### src/rtl/multicycle_ctrl_hs.sv
// Multicycle RV32I-subset control unit with a variable-latency memory handshake.
// Sequences fetch/decode/execute/memory/writeback states, decodes ALUControl and
// ImmSrc, and raises a sticky fault on an illegal opcode or a memory-wait timeout.
//
// Ports:
//   clk, reset               rising-edge clock, synchronous active-high reset
//   op, funct3, funct7b5     instruction fields from the instruction register
//   Zero                     ALU zero flag (branch resolution)
//   MemReady                 memory finished the current access this cycle
//   MemReq                   memory access requested, held until MemReady
//   ImmSrc                   immediate format select
//   ALUSrcA/ALUSrcB          ALU operand selects
//   ResultSrc, AdrSrc        result bus and memory address selects
//   ALUControl               ALU operation
//   IRWrite/PCWrite/RegWrite/MemWrite  datapath write enables
//   Fault, FaultCode         sticky fault flag and cause
//   InstRet                  retired-instruction count
//
// Optional feature: define MULTICYCLE_INSTRET_EN to build the InstRet counter;
// otherwise InstRet is tied to zero.
module multicycle_ctrl_hs #(
    parameter int unsigned ALUCTRL_W = 3,
    parameter int unsigned TIMEOUT_W = 8
) (
    input  logic                 clk,
    input  logic                 reset,
    input  logic [6:0]           op,
    input  logic [2:0]           funct3,
    input  logic                 funct7b5,
    input  logic                 Zero,
    input  logic                 MemReady,
    output logic                 MemReq,
    output logic [2:0]           ImmSrc,
    output logic [1:0]           ALUSrcA,
    output logic [1:0]           ALUSrcB,
    output logic [1:0]           ResultSrc,
    output logic                 AdrSrc,
    output logic [ALUCTRL_W-1:0] ALUControl,
    output logic                 IRWrite,
    output logic                 PCWrite,
    output logic                 RegWrite,
    output logic                 MemWrite,
    output logic                 Fault,
    output logic [1:0]           FaultCode,
    output logic [31:0]          InstRet
);
    localparam logic [6:0] OP_LW   = 7'b0000011;
    localparam logic [6:0] OP_SW   = 7'b0100011;
    localparam logic [6:0] OP_R    = 7'b0110011;
    localparam logic [6:0] OP_I    = 7'b0010011;
    localparam logic [6:0] OP_JAL  = 7'b1101111;
    localparam logic [6:0] OP_JALR = 7'b1100111;
    localparam logic [6:0] OP_BR   = 7'b1100011;
    localparam logic [6:0] OP_LUI  = 7'b0110111;

    // Count value on the last tolerated non-ready cycle: 2**TIMEOUT_W-2, so the
    // (2**TIMEOUT_W-1)-th consecutive non-ready cycle triggers the fault.
    localparam logic [TIMEOUT_W-1:0] WAIT_LAST = ~TIMEOUT_W'(1);

    typedef enum logic [3:0] {
        S_FETCH, S_DECODE, S_MEMADR, S_MEMREAD, S_MEMWB, S_MEMWRITE, S_EXECR,
        S_EXECI, S_LUI, S_ALUWB, S_JALRADR, S_JAL, S_BRANCH, S_FAULT
    } state_t;

    state_t               state_q, state_d;
    logic [TIMEOUT_W-1:0] wait_q, wait_d;
    logic [1:0]           code_d;
    logic [1:0]           alu_op;
    logic [2:0]           alu_c;
    logic                 waiting;

    // State, wait counter and fault registers
    always_ff @(posedge clk) begin
        if (reset) begin
            state_q   <= S_FETCH;
            wait_q    <= '0;
            Fault     <= 1'b0;
            FaultCode <= 2'b00;
        end else begin
            state_q   <= state_d;
            wait_q    <= wait_d;
            Fault     <= (state_d == S_FAULT);
            FaultCode <= code_d;
        end
    end

    // Next-state and datapath controls
    always_comb begin
        state_d   = state_q;
        code_d    = FaultCode;
        wait_d    = '0;
        waiting   = 1'b0;
        alu_op    = 2'b00;
        MemReq    = 1'b0;
        AdrSrc    = 1'b0;
        ALUSrcA   = 2'b00;
        ALUSrcB   = 2'b00;
        ResultSrc = 2'b00;
        IRWrite   = 1'b0;
        PCWrite   = 1'b0;
        RegWrite  = 1'b0;
        MemWrite  = 1'b0;
        case (state_q)
            S_FETCH: begin
                MemReq    = 1'b1;
                ALUSrcB   = 2'b10;
                ResultSrc = 2'b10;
                IRWrite   = MemReady;
                PCWrite   = MemReady;
                waiting   = 1'b1;
                if (MemReady) state_d = S_DECODE;
            end
            S_DECODE: begin
                ALUSrcA = 2'b01;
                ALUSrcB = 2'b01;
                case (op)
                    OP_LW, OP_SW: state_d = S_MEMADR;
                    OP_R:         state_d = S_EXECR;
                    OP_I:         state_d = S_EXECI;
                    OP_JAL:       state_d = S_JAL;
                    OP_JALR:      state_d = S_JALRADR;
                    OP_BR:        state_d = S_BRANCH;
                    OP_LUI:       state_d = S_LUI;
                    default: begin
                        state_d = S_FAULT;
                        code_d  = 2'b01;
                    end
                endcase
            end
            S_MEMADR: begin
                ALUSrcA = 2'b10;
                ALUSrcB = 2'b01;
                state_d = (op == OP_SW) ? S_MEMWRITE : S_MEMREAD;
            end
            S_MEMREAD: begin
                MemReq  = 1'b1;
                AdrSrc  = 1'b1;
                waiting = 1'b1;
                if (MemReady) state_d = S_MEMWB;
            end
            S_MEMWB: begin
                ResultSrc = 2'b01;
                RegWrite  = 1'b1;
                state_d   = S_FETCH;
            end
            S_MEMWRITE: begin
                MemReq   = 1'b1;
                AdrSrc   = 1'b1;
                MemWrite = 1'b1;
                waiting  = 1'b1;
                if (MemReady) state_d = S_FETCH;
            end
            S_EXECR: begin
                ALUSrcA = 2'b10;
                alu_op  = 2'b10;
                state_d = S_ALUWB;
            end
            S_EXECI: begin
                ALUSrcA = 2'b10;
                ALUSrcB = 2'b01;
                alu_op  = 2'b10;
                state_d = S_ALUWB;
            end
            S_LUI: begin
                ALUSrcA = 2'b11;
                ALUSrcB = 2'b01;
                state_d = S_ALUWB;
            end
            S_ALUWB: begin
                RegWrite = 1'b1;
                state_d  = S_FETCH;
            end
            S_JALRADR: begin
                ALUSrcA = 2'b10;
                ALUSrcB = 2'b01;
                state_d = S_JAL;
            end
            S_JAL: begin
                ALUSrcA = 2'b01;
                ALUSrcB = 2'b10;
                PCWrite = 1'b1;
                state_d = S_ALUWB;
            end
            S_BRANCH: begin
                ALUSrcA = 2'b10;
                alu_op  = 2'b01;
                PCWrite = Zero ^ funct3[0];  // beq taken on Zero, bne on !Zero
                state_d = S_FETCH;
            end
            default: begin
                state_d = S_FAULT;
            end
        endcase
        // Wait-state timeout; a MemReady in the final cycle wins
        if (waiting && !MemReady) begin
            if (wait_q == WAIT_LAST) begin
                state_d = S_FAULT;
                code_d  = (state_q == S_FETCH) ? 2'b10 : 2'b11;
            end else begin
                wait_d = wait_q + TIMEOUT_W'(1);
            end
        end
    end

    // ALU operation decode
    always_comb begin
        alu_c = 3'b000;
        case (alu_op)
            2'b01: alu_c = 3'b001;
            2'b10: begin
                case (funct3)
                    3'b000:  alu_c = (op[5] & funct7b5) ? 3'b001 : 3'b000;
                    3'b001:  alu_c = 3'b110;
                    3'b010:  alu_c = 3'b101;
                    3'b100:  alu_c = 3'b100;
                    3'b101:  alu_c = 3'b111;
                    3'b110:  alu_c = 3'b011;
                    3'b111:  alu_c = 3'b010;
                    default: alu_c = 3'b000;
                endcase
            end
            default: alu_c = 3'b000;
        endcase
        ALUControl = ALUCTRL_W'(alu_c);
    end

    // Immediate format from opcode only
    always_comb begin
        case (op)
            OP_SW:   ImmSrc = 3'b001;
            OP_BR:   ImmSrc = 3'b010;
            OP_JAL:  ImmSrc = 3'b011;
            OP_LUI:  ImmSrc = 3'b100;
            default: ImmSrc = 3'b000;
        endcase
    end

`ifdef MULTICYCLE_INSTRET_EN
    logic [31:0] instret_q;
    logic        retire;

    // An instruction retires when its final state hands control back to FETCH
    assign retire = (state_d == S_FETCH) &&
                    ((state_q == S_MEMWB) || (state_q == S_MEMWRITE) ||
                     (state_q == S_ALUWB) || (state_q == S_BRANCH));

    always_ff @(posedge clk) begin
        if (reset)       instret_q <= '0;
        else if (retire) instret_q <= instret_q + 32'd1;
    end

    assign InstRet = instret_q;
`else
    assign InstRet = '0;
`endif

endmodule
### config.mk
export PLATFORM = sky130hd
export DESIGN_NAME = multicycle_ctrl_hs
export DESIGN_NICKNAME = d
export VERILOG_FILES = /design/src/rtl/multicycle_ctrl_hs.sv
export SDC_FILE = /design/constraint.sdc
export NUM_CORES = 1
export LEC_CHECK = 0
export BUFFER_PORTS_ARGS = -buffer_cell sky130_fd_sc_hd__buf_2
export CORE_UTILIZATION = 43
export CTS_CLUSTER_DIAMETER = 40
export DETAILED_ROUTE_END_ITERATION = 12
export GPL_TIMING_DRIVEN = 0
export PLACE_DENSITY_LB_ADDON = 0.3
export SYNTH_ARGS = -nofsm -noshare
export SYNTH_HDL_FRONTEND = slang
export SYNTH_SLANG_ARGS = --single-unit
### constraint.sdc
create_clock -name clk -period 2 [get_ports clk]
set_clock_uncertainty 0.2 [all_clocks]
set_input_delay 0.2 -clock clk [delete_from_list [all_inputs] [get_ports clk]]
set_output_delay 0.2 -clock clk [all_outputs]
set_load 0.05 [all_outputs]
### Word level (Yosys, flattened, before mapping)

Cells that the tools add are included.

| operators by class | value |
|---|---|
| muxes and demuxes | 27 |
| bitwise logic cells | 3 |
| add/subtract/negate cells | 1 |
| equal/unequal tests | 30 |
| reduce and logical (&&, ||, !) cells | 17 |

Operators by type and width:

| kind | number |
|---|---|
| $pmux 4 s8 | 1 |
| $pmux 4 s7 | 1 |
| $eq 4x4->1 const B | 6 |
| $eq 7x6->1 const B | 3 |
| $eq 7x7->1 const B | 3 |
| $pmux 3 s7 | 1 |
| $mux 4 | 5 |
| $eq 4x3->1 const B | 4 |
| $eq 3x3->1 const B | 4 |
| $pmux 2 s2 | 3 |
| $pmux 3 s4 | 1 |
| $reduce_or 2->1 | 6 |
| $reduce_or 5->1 | 2 |
| $reduce_or 3->1 | 3 |
| $add 8x1->8 const B | 1 |
| $eq 4x2->1 const B | 2 |
| $eq 8x8->1 const B | 1 |
| $mux 2 | 4 |
| $reduce_or 8->1 | 1 |
| $eq 7x2->1 const B | 1 |
| $eq 7x5->1 const B | 1 |
| $mux 1 | 7 |
| $pmux 2 s3 | 1 |
| $pmux 3 s2 | 1 |
| other kinds (15) | 15 |

| word-level totals | value |
|---|---|
| output and inout port bits | 53 |
| bits in registers | 15 |
| word-level logic and storage cells | 82 |

### Depth between registers and ports, before layout

| logic depth | value |
|---|---|
| depth in word-level cells | 7 |
| depth in mapped cells | 8 |
| mapped depth without buffers | 6 |

### Worst setup path after synthesis

Ideal clock, no wire load.

| timing | value |
|---|---|
| path kind | flip-flop to output port |
| start point | reg state_q[3] |
| end point | out IRWrite |
| arrival time | 2896 ps |
| path slack | -1296 ps |
| data required time | 1600 ps |
| path buffers | 2 |
| cell stages (with the launch flop) | 5 |
| cells stage by stage | dfxtp_1 > clkbuf_1 > clkbuf_1 > nor4_1 > and2_1 |

| on the way | value |
|---|---|
| cells in the longest elaborated chain, start to end | 2 |

Ends and longest elaborated chain:

| item | line | text |
|---|---|---|
| from (decl) | 65 | `state_t state_q, state_d;` |
| from (signal assigned) | 80 | `state_q <= state_d;` |
| $logic_not 4->1 | 103 | `case (state_q)` |
| $mux 1 | 103 |  |
| to (decl) | 39 | `output logic IRWrite,` |

Every way passes these cells.

### Final worst setup path

| timing | value |
|---|---|
| start point | reg state_q[1] |
| end point | out ALUControl[2] |

| on the way | value |
|---|---|
| cells in the longest elaborated chain, start to end | 5 |

Ends and longest elaborated chain:

| item | line | text |
|---|---|---|
| $eq 4x3->1 | 103 |  |
| $reduce_or 2->1 (no source line) | -- |  |
| $pmux 2 s2 * | 103 |  |
| $eq 2x2->1 or $eq 2x1->1 (tied branches) | 208 | `case (alu_op)` |
| $pmux 3 s2 * | 208 |  |
| to (decl) | 38 | `output logic [ALUCTRL_W-1:0] ALUControl,` |

Every way passes the cells marked *; elsewhere a longest branch is shown, timed or not.

==> reports/results.txt <==
Outcome: complete, but fails checks
Failing checks: design-rule violations, negative setup slack
Comb pwr share: 70.6%
Port Buffers: 31
Initial antenna violation count: 0
Crit start category: register
Critical-path cell list: buf_6 -> clkinvlp_4 -> or2_4 -> inv_2 -> ha_4 -> nor4bb_4 -> buf_6
Share of power burned in registers: 19.6%
Max-slew violations: 0
Initial Utilization: 45.0%
Synth-to-Final Area Change: 61.2%
Crit-path max cell delay: 0.33 ns
Synthesized area: 0.00150 mm^2
Die Width: 61.1 um
Power per cell area: 732 mW/mm^2
Switching share of total power: 49.8%
Worst Setup End Kind: output port
Vias in the first global route: 1245
Post-synth EDFFs: 0
Synth cell count leaders: buf_4, nor2_1, dfxtp_1
Worst Path Arrival: 1.89 ns
Final period util: 114%
Hold Vio Cnt, Final: 0
Max Fclk: 0.438 GHz
Global-route total usage across every layer: 19.0%
Sequential element share of the synthesized area: 20.0%
Die area: 0.00374 mm^2
Power share of the clock group: 9.8%
Avg Synthesized Cell Area: 7.40 um^2
Routed wire per std cell: 11.3 um
# diodes: 0
I/O pins: 68
Largest net degree at the start of global routing: 11
Top cells by area, synth: dfxtp_1, buf_4, a21oi_1
GP Congestion: 0.801
Vias post-DR: 1568
Slowest CP cell: dfxtp_2
Max H-tree Level: 1
Post-layout util: 72.6%
Relative slew slack: 63.4%
Post-DRT Antenna Nets: 0
Req. time, crit path: 1.60 ns
Yosys cell types: 52
Final setup margin: -0.286 ns
Clock root cell: clkbuf_4
Most used cell, CP: buf_6
CTS tree: done
Area of the core: 0.00334 mm^2
DP HPWL: 2380 um
Asr flop ratio synth: 0%
Die Ht: 61.1 um
Share of cells above drive strength 1: 51.2%
Synth area leader: dfxtp_1
Hold Crit Class: in2reg
Final wirelength: 3760 um
CTS clock-pin slew for the worst setup and hold paths: 0.08 ns
Post-layout nets: 307
Residual DRC: 2
Rows: 21
Sw Pwr: 0.000882 W
Worst slew pin tran: 0.548 ns
Vias per inst: 4.71
Clock Path Buffers: 2
Initial drt markers: 63
First-pass GRT wire length: 5360 um
Max cap viols: 0
Total internal power: 0.000890 W
Peak VDD IR: 0.386 mV
Final worst path period need: 2.29 ns
Drt first pass iters: 8
Clock sink total: 15
Synth top area share: 20.0%
Kind of critical path: reg2out
RSZ-0062 raised after global routing: true
CTS buffer count: 3
Warnings from Yosys: 0
Main flop type after synthesis: dfxtp_1
Pwr Total: 0.00177 W
Setup Viol. Count Final: 16
Remaining global-route overflow: 0
Leakage power: 1.09 nW
Cell with the most instances after synthesis: buf_4
Clk_lat worst skew: 0.29 ns
Synthesized flop and latch total: 15
Worst-path fanout max: 7
Cell count after synthesis: 203
power groups by stage:
stage | Clock (W) | Combinational [W] | Sequential (W)
3_5_place_dp | 0 | 0.000948 | 0.000348
4_1_cts | 0.000176 | 0.00112 | 0.000341
6_report | 0.000174 | 0.00125 | 0.000348
3_3_place_gp | 0 | 0.000945 | 0.000349
2_1_floorplan | 0 | 0.000792 | 0.000364
5_1_grt | 0.000192 | 0.00133 | 0.000352
layout make-up:
| cell class | count | area, um^2 |
|---|---|---|
| buffer | 44 | 363 |
| multi-input combinational | 169 | 1250 |
| clock buffer | 3 | 22.5 |
| sequential | 15 | 308 |
| timing repair buffer | 50 | 394 |
| inverter | 5 | 22.5 |
| tap | 46 | 57.6 |
| clock inverter | 1 | 5.00 |
| fill | 253 | 915 |
through the flow:
step / TNS, ns / setup slack (ns) / cell area [um^2] / cells / hold WS, ns
after detailed placement: -0.529 / -0.192 / 1960 / 311 / 0.263
after floorplan: -0.560 / -0.210 / 1750 / 234 / 0.0691
after CTS: -1.44 / -0.300 / 2210 / 326 / 0.209
after global routing: -3.52 / -0.349 / 2420 / 333 / 0.244
final: -2.35 / -0.286 / 2420 / 333 / 0.198
after global placement: -0.305 / -0.147 / 1960 / 311 / 0.268
layout by cell type, fill, tap and decap left out, drive strengths merged, types with 3 or more instances in the layout:
cell,Yosys,routed
buf,36,89
conb,1,32
nor2,24,24
dfxtp,15,15
a21oi,14,14
nand2,11,11
o21ai,9,9
xor2,7,7
nand3,7,7
clkbuf,9,7
nor3b,6,6
nand2b,5,5
or2,5,5
inv,5,4
nor4,4,4
ha,4,4
xnor2,3,3
a31oi,3,3
timing repair:
item	CTS	global route
hold buffers	1	0
gates resized for setup	42	39
setup buffers	10	9
endpoints found under the hold margin	5	0
pin swaps	8	17
setup endpoints to repair	25	28
registers in the layout (all words and copies together) (netlist names):
register	cells
Fault	1
wait_q	8
state_q	4
FaultCode	2
worst max-delay path, delay by kind of cell, from the launching register on:
kind	cells	cell delay [ns]
fa+ha+maj	1	0.21
simple gates	2	0.55
buf+inv	4	0.49
flops	1	0.33
logic make-up (layout without fill, tap and decap cells):
logic type | after synthesis | after routing | share of synthesized area, %
adders and majority gates | 4 | 4 | 3.33
xor gates and xnor gates | 10 | 10 | 5.83
AOI/OAI and AO/OA | 39 | 39 | 16.6
muxes | 2 | 2 | 1.33
other | 1 | 32 | 0.250
DFF | 15 | 15 | 20.0
buffers and inverters | 50 | 103 | 21.6
and+or+nand+nor | 82 | 82 | 31.1
layer usage:
| metal | vias to the layer above | track usage (%) | share of wire (%) |
|---|---|---|---|
| met5 | - | 0 | 0 |
| met4 | 0 | 7.79 | 1.6 |
| met3 | 7 | 2.10 | 4.4 |
| met2 | 45 | 33.7 | 52 |
| met1 | 707 | 23.3 | 41 |
| li1 | 809 | - | - |
path summary, 6_finish.rpt:
path	start	end	slack [ns]	cells past startpoint
hold reg to reg	wait_q[0]	wait_q[0]	0.30	1
setup / recovery	state_q[1]	ALUControl[2]	-0.29	7
hold / removal	op[0]	state_q[1]	0.20	5
setup reg to reg	state_q[1]	wait_q[2]	-0.15	7
No activity file was read; power rests on OpenSTA's default activity.
